`config.mk`:
```
export PLATFORM = sky130hd
export DESIGN_NAME = pmu_wake_ctrl
export DESIGN_NICKNAME = d
export VERILOG_FILES = /design/src/rtl/pmu_wake_ctrl.sv
export SDC_FILE = /design/constraint.sdc
export NUM_CORES = 1
export LEC_CHECK = 0
export CORE_AREA = 2 2 87 89
export DETAILED_ROUTE_END_ITERATION = 10
export DIE_AREA = 0 0 89 91
export PLACE_DENSITY = 0.75
export SYNTH_ARGS = -nofsm -noshare
export SYNTH_HDL_FRONTEND = slang
export SYNTH_SLANG_ARGS = --single-unit
```
`constraint.sdc`:
```
create_clock -name clk -period 2.35 [get_ports clk]
set_clock_uncertainty 0.15 [all_clocks]
set_input_delay 0.47 -clock clk [delete_from_list [all_inputs] [get_ports clk]]
set_output_delay 0.47 -clock clk [all_outputs]
set_load 0.01 [all_outputs]
```
`src/rtl/pmu_wake_ctrl.sv`:
```
// pmu_wake_ctrl
//   Power-management sequencer. Walks the SoC through ACTIVE -> ENTERING ->
//   SLEEP -> WAKING -> ACTIVE. It has NUM_WAKE maskable sticky wake sources,
//   a peripheral idle handshake, abort of sleep entry, and a programmable
//   wake-settle delay.
//
// Ports
//   clk, rst       system clock, asynchronous active-high reset
//   addr, wdata    register bus byte address / write data
//   we, re         single-cycle write / read strobes
//   rdata          registered read data (holds between reads)
//   wake_src       level wake requests, synchronous to clk
//   idle_ack       peripherals report quiesced
//   idle_req       request to peripherals to quiesce
//   sleep_mode     high in SLEEP and WAKING
//   irq            |(pend & mask), registered
//
// Register map
//   0x0 CTRL     W: bit0 sleep request, bit3 W1C abort
//                R: bit0 sleep_mode, bits[2:1] state, bit3 abort
//   0x4 MASK     wake enables
//   0x8 PEND     sticky pending, W1C
//   0xC WAKE_DLY wake-settle cycles minus one
//
// State     | meaning
// ----------+--------------------------------------------------
// ACTIVE    | running normally, sleep requests accepted
// ENTERING  | idle_req raised, waiting for idle_ack (no timeout)
// SLEEP     | asleep, waiting for an enabled pending wake
// WAKING    | settle counter running down to zero

module pmu_wake_ctrl #(
  parameter int          NUM_WAKE     = 4,
  parameter int          CNT_W        = 16,
  parameter int unsigned WAKE_DLY_RST = 8
) (
  input  logic                clk,
  input  logic                rst,
  input  logic [3:0]          addr,
  input  logic [31:0]         wdata,
  output logic [31:0]         rdata,
  input  logic                we,
  input  logic                re,
  input  logic [NUM_WAKE-1:0] wake_src,
  input  logic                idle_ack,
  output logic                idle_req,
  output logic                sleep_mode,
  output logic                irq
);

  typedef enum logic [1:0] {
    ST_ACTIVE   = 2'd0,
    ST_ENTERING = 2'd1,
    ST_SLEEP    = 2'd2,
    ST_WAKING   = 2'd3
  } state_t;

  state_t              state_q, state_d;
  logic [NUM_WAKE-1:0] mask_q, mask_d;
  logic [NUM_WAKE-1:0] pend_q, pend_d;
  logic [CNT_W-1:0]    dly_q, dly_d;
  logic [CNT_W-1:0]    cnt_q, cnt_d;
  logic                abort_q, abort_d;
  logic                idle_req_q, idle_req_d;
  logic                sleep_mode_q, sleep_mode_d;
  logic                irq_q, irq_d;
  logic [31:0]         rdata_q, rdata_d;

  logic        wr_ctrl, wr_mask, wr_pend, wr_dly;
  logic        wk;
  logic        abort_set;
  logic [31:0] rd_val;

  // Full wdata word is part of the bus; only the low bits land in registers.
  logic unused_wdata;
  assign unused_wdata = ^wdata;

  assign wr_ctrl = we && (addr == 4'h0);
  assign wr_mask = we && (addr == 4'h4);
  assign wr_pend = we && (addr == 4'h8);
  assign wr_dly  = we && (addr == 4'hC);

  // Wake decision uses registered pend/mask, so a wake_src pulse moves the
  // FSM two cycles later.
  assign wk = |(pend_q & mask_q);

  // Read mux samples current (pre-write) register values.
  always_comb begin
    rd_val = 32'd0;
    case (addr)
      4'h0:    rd_val = {28'd0, abort_q, state_q, sleep_mode_q};
      4'h4:    rd_val = 32'(mask_q);
      4'h8:    rd_val = 32'(pend_q);
      4'hC:    rd_val = 32'(dly_q);
      default: rd_val = 32'd0;
    endcase
  end

  always_comb begin
    state_d   = state_q;
    mask_d    = mask_q;
    pend_d    = pend_q;
    dly_d     = dly_q;
    cnt_d     = cnt_q;
    abort_set = 1'b0;
    rdata_d   = re ? rd_val : rdata_q;

    if (wr_mask) mask_d = wdata[NUM_WAKE-1:0];
    if (wr_dly)  dly_d  = wdata[CNT_W-1:0];

    // A new wake request beats a simultaneous W1C of the same bit.
    if (wr_pend) pend_d = pend_q & ~wdata[NUM_WAKE-1:0];
    pend_d = pend_d | wake_src;

    case (state_q)
      ST_ACTIVE: begin
        if (wr_ctrl && wdata[0]) begin
          if (wk) abort_set = 1'b1;
          else    state_d   = ST_ENTERING;
        end
      end
      ST_ENTERING: begin
        // A pending wake outranks idle_ack: entry is abandoned.
        if (wk) begin
          state_d   = ST_ACTIVE;
          abort_set = 1'b1;
        end else if (idle_ack) begin
          state_d = ST_SLEEP;
        end
      end
      ST_SLEEP: begin
        if (wk) begin
          state_d = ST_WAKING;
          cnt_d   = dly_q;
        end
      end
      ST_WAKING: begin
        // Counter was loaded on entry; later WAKE_DLY writes do not touch it.
        if (cnt_q == '0) state_d = ST_ACTIVE;
        else             cnt_d   = cnt_q - CNT_W'(1);
      end
      default: state_d = ST_ACTIVE;
    endcase

    abort_d = abort_q;
    if (wr_ctrl && wdata[3]) abort_d = 1'b0;
    if (abort_set)           abort_d = 1'b1;

    // Outputs registered from next-state values so they line up with state_q.
    idle_req_d   = (state_d != ST_ACTIVE);
    sleep_mode_d = (state_d == ST_SLEEP) || (state_d == ST_WAKING);
    irq_d        = |(pend_d & mask_d);
  end

  always_ff @(posedge clk or posedge rst) begin
    if (rst) begin
      state_q      <= ST_ACTIVE;
      mask_q       <= '1;
      pend_q       <= '0;
      dly_q        <= CNT_W'(WAKE_DLY_RST);
      cnt_q        <= '0;
      abort_q      <= 1'b0;
      idle_req_q   <= 1'b0;
      sleep_mode_q <= 1'b0;
      irq_q        <= 1'b0;
      rdata_q      <= 32'd0;
    end else begin
      state_q      <= state_d;
      mask_q       <= mask_d;
      pend_q       <= pend_d;
      dly_q        <= dly_d;
      cnt_q        <= cnt_d;
      abort_q      <= abort_d;
      idle_req_q   <= idle_req_d;
      sleep_mode_q <= sleep_mode_d;
      irq_q        <= irq_d;
      rdata_q      <= rdata_d;
    end
  end

  assign rdata      = rdata_q;
  assign idle_req   = idle_req_q;
  assign sleep_mode = sleep_mode_q;
  assign irq        = irq_q;

endmodule

```
==> reports/qor.csv <==
metric,value,unit
drc,0,
wl,7490,um
clk_path_buf_depth,2,
yosys_warnings,0,
detailed_place.area,3800,sq um
num_rows,31,
diodes,0,
ys_ff_latch,61,
power,3.41,mW
clk_latency,360,ps
grt_setup_unrepaired,true,
finalHoldViolCount,0,
grt_pass1_vias,2535,
numCtsBuffers,9,
layout_common_cells,"dfrtp_1 (56), clkdlybuf4s50_1 (47), nand2_1 (29)",
routabilityCongestion,0.862,
mostFrequentLayoutCell,dfrtp_1,
synthesis.area,3100,sq um
startpoint_type,flip-flop,
synth_area_per_cell,10.2,sq um
nNetsFinal,425,
synth_cell_type_count,50,
pin_count,80,
endpoint_kind,flip-flop,
clockPowerShare,28.1,%
syn2layout_area_growth,31.2,%
finalNonFillerCells,482,
htreeDepth,3,
p_leak,1.68,nW
setup_tns,0,ps
routedWlPerCell,15.5,um
num-fill-cells,633,
critPathArrivalTime,2430,ps
avgViaCountPerCell,5.33,
grt_first_pass_wirelength,12200,um
clkTransAtPathRegs,80,ps
switchingPower,1.12,mW
drt_iter0_drc,121,
dp_cells,462,
fin_crit_sh,97.4,%
cap_violations,0,
die_h,91,um
cts_num_sinks,61,
setup_slack,60.8,ps
vdd_drop_max,0.000374,V
cts_tree,built,
pwr-share-comb,26.4,%
grt_max_degree,22,
critPathSlowestCell,or4_4,
required,2490,ps
dieWidth,89,um
slowest_delay,440,ps
max_freq,437,MHz
synth_flop_cell,dfrtp_1,
p_int,2.28,mW
cp_max_fo,3,
worst_pin_slew,739,ps
overflow,0,
switching_share,33.0,%
num_vias,2569,
port_buffers,47,
grt_usage,19.5,%
synth-edff-count,0,
dr.pass1.iters,5,
dp_hpwl,5470,um
cts_root_buf,clkbuf_8,
pre_cts_slack,-13.3,ps
status,completed,
drive_above_1_share,23.5,%
ant_nets,0,
syn_inst,303,
cts_hold_buf,0,
yosysSeqAreaShare,49.5,%
p_per_area,839,nW/um^2
slew_viol_final,0,
p_seq_share,45.5,%
initial_core_util,43.4,%
postLayoutCellArea,4060,sq um
synthArstFlopShare,100,%
placeableCoreArea,7140,sq um
relSlewSlack,50.8,%
critPathKind,reg -> reg,
period_needed,2290,ps
path_cells,inv_2 -> ha_4 -> or3b_4 -> or3_4 -> or4_4 -> a21oi_2 -> a2bb2oi_2,
holdCritPathClass,in -> async,
antenna_found_initial,0,
setup_viol,0,
design.die.area,8100,sq um
==> worst paths after layout <==
| kind | start | to | slack (ps) | cells after the start |
|---|---|---|---|---|
| worst max register to register | cnt_q[0]$_DFFE_PP0P_ | cnt_q[14]$_DFFE_PP0P_ | 60 | 7 |
| worst min register to register | abort_q$_DFFE_PP0P_ | abort_q$_DFFE_PP0P_ | 350 | 2 |
| worst min-delay path | rst | rdata[8]$_DFFE_PP0P_ | 240 | 2 |
| max in group asynchronous | rst | mask_q[0]$_DFF_PP1_ | 1290 | 3 |
| worst max-delay path | cnt_q[0]$_DFFE_PP0P_ | cnt_q[14]$_DFFE_PP0P_ | 60 | 7 |
| min in group clk | abort_q$_DFFE_PP0P_ | abort_q$_DFFE_PP0P_ | 350 | 2 |
==> Yosys cell counts (2+ instances only) <==
master / number / share of area (%)
o221a_1: 2 / 0.73
a21oi_1: 12 / 1.9
a21o_1: 4 / 0.97
a211o_1: 3 / 0.85
o22ai_1: 5 / 1.0
clkbuf_1: 10 / 1.2
a2bb2oi_1: 2 / 0.57
o211ai_1: 2 / 0.48
o21ai_1: 4 / 0.65
a22oi_1: 6 / 1.5
a32oi_1: 3 / 0.85
dfstp_2: 5 / 4.2
nand4_1: 2 / 0.40
nand3b_1: 2 / 0.48
nor2_1: 17 / 2.1
and2_1: 2 / 0.40
or4_1: 2 / 0.48
mux2_2: 20 / 7.3
inv_1: 23 / 2.8
mux4_2: 4 / 2.9
nand2b_1: 2 / 0.40
a211oi_1: 3 / 0.73
ha_1: 2 / 0.81
buf_4: 16 / 3.9
nor3b_1: 2 / 0.48
nor4_1: 2 / 0.40
o311a_1: 2 / 0.65
nand3_1: 15 / 2.4
o31ai_1: 2 / 0.48
buf_2: 2 / 0.32
dfrtp_1: 56 / 45
and3_1: 2 / 0.40
nor3_1: 3 / 0.48
o21ai_0: 19 / 3.1
a31oi_1: 2 / 0.40
nand2_1: 29 / 3.5
==> cell families after synthesis <==
logic type                 after synthesis  share of synthesized area [%]
and+or+nand+nor                         89                           14.9
AOI/OAI and AO/OA                       75                           16.3
DFF                                     61                           49.5
buffers and inverters                   51                           8.20
muxes                                   24                           10.2
adders and majority gates                2                          0.808
other                                    1                          0.121
==> flip-flops by register name, indices dropped and copies added (netlist names), 4 cells and up <==
name / count
pend_q: 4
dly_q: 16
mask_q: 4
cnt_q: 16
rdata: 16
==> what timing repair did <==
action,4_1_cts,5_1_grt
endpoints found under the setup margin,1,4
gates resized for setup,2,7
pin swaps,1,3
buffers inserted,0,4
cloned,0,0
==> per-layer routing <==
| layer | vias to the layer above | wire (um) | GRT usage [%] |
|---|---|---|---|
| met5 | - | 0 | 0 |
| met4 | 0 | 152 | 6.72 |
| met3 | 13 | 351 | 3.91 |
| met2 | 79 | 3870 | 32.9 |
| met1 | 1270 | 3110 | 24.6 |
| li1 | 1207 | - | - |
==> power groups by stage <==
| stage | clock network (mW) | logic, mW | registers, mW |
|---|---|---|---|
| 2_1_floorplan | 0 | 0.509 | 1.52 |
| 3_3_place_gp | 0 | 0.779 | 1.54 |
| 3_5_place_dp | 0 | 0.804 | 1.56 |
| 4_1_cts | 0.961 | 0.827 | 1.54 |
| 5_1_grt | 1.02 | 0.990 | 1.59 |
| 6_report | 0.958 | 0.900 | 1.55 |
==> per-stage QoR <==
step | utilization, % | hold slack, ps
2_1_floorplan | - | 292
3_3_place_gp | 53.2 | 324
6_report | 56.9 | 240
5_1_grt | 56.9 | 278
4_1_cts | 56.2 | 252
3_5_place_dp | 53.2 | 345
==> worst max-delay path: cells and delay by family (launching register included) <==
kind / cells / cell delay (ps)
adders and majority gates: 1 / 150
buffers and inverters: 1 / 90
AOI/OAI and AO/OA: 2 / 290
and+or+nand+nor: 3 / 1160
DFF: 1 / 390
==> layout make-up <==
class / instances / area (sq um) / share of cell area (%)
Multi-Input combinational cell: 206 / 1400 / 34.5
Timing Repair Buffer: 77 / 721 / 17.7
Inverter: 23 / 86.3 / 2.12
Clock buffer: 9 / 124 / 3.05
Tap cell: 99 / 124 / 3.05
Sequential cell: 61 / 1530 / 37.7
Clock inverter: 7 / 73.8 / 1.82
Note: power is estimated with default switching activity, not from simulation.
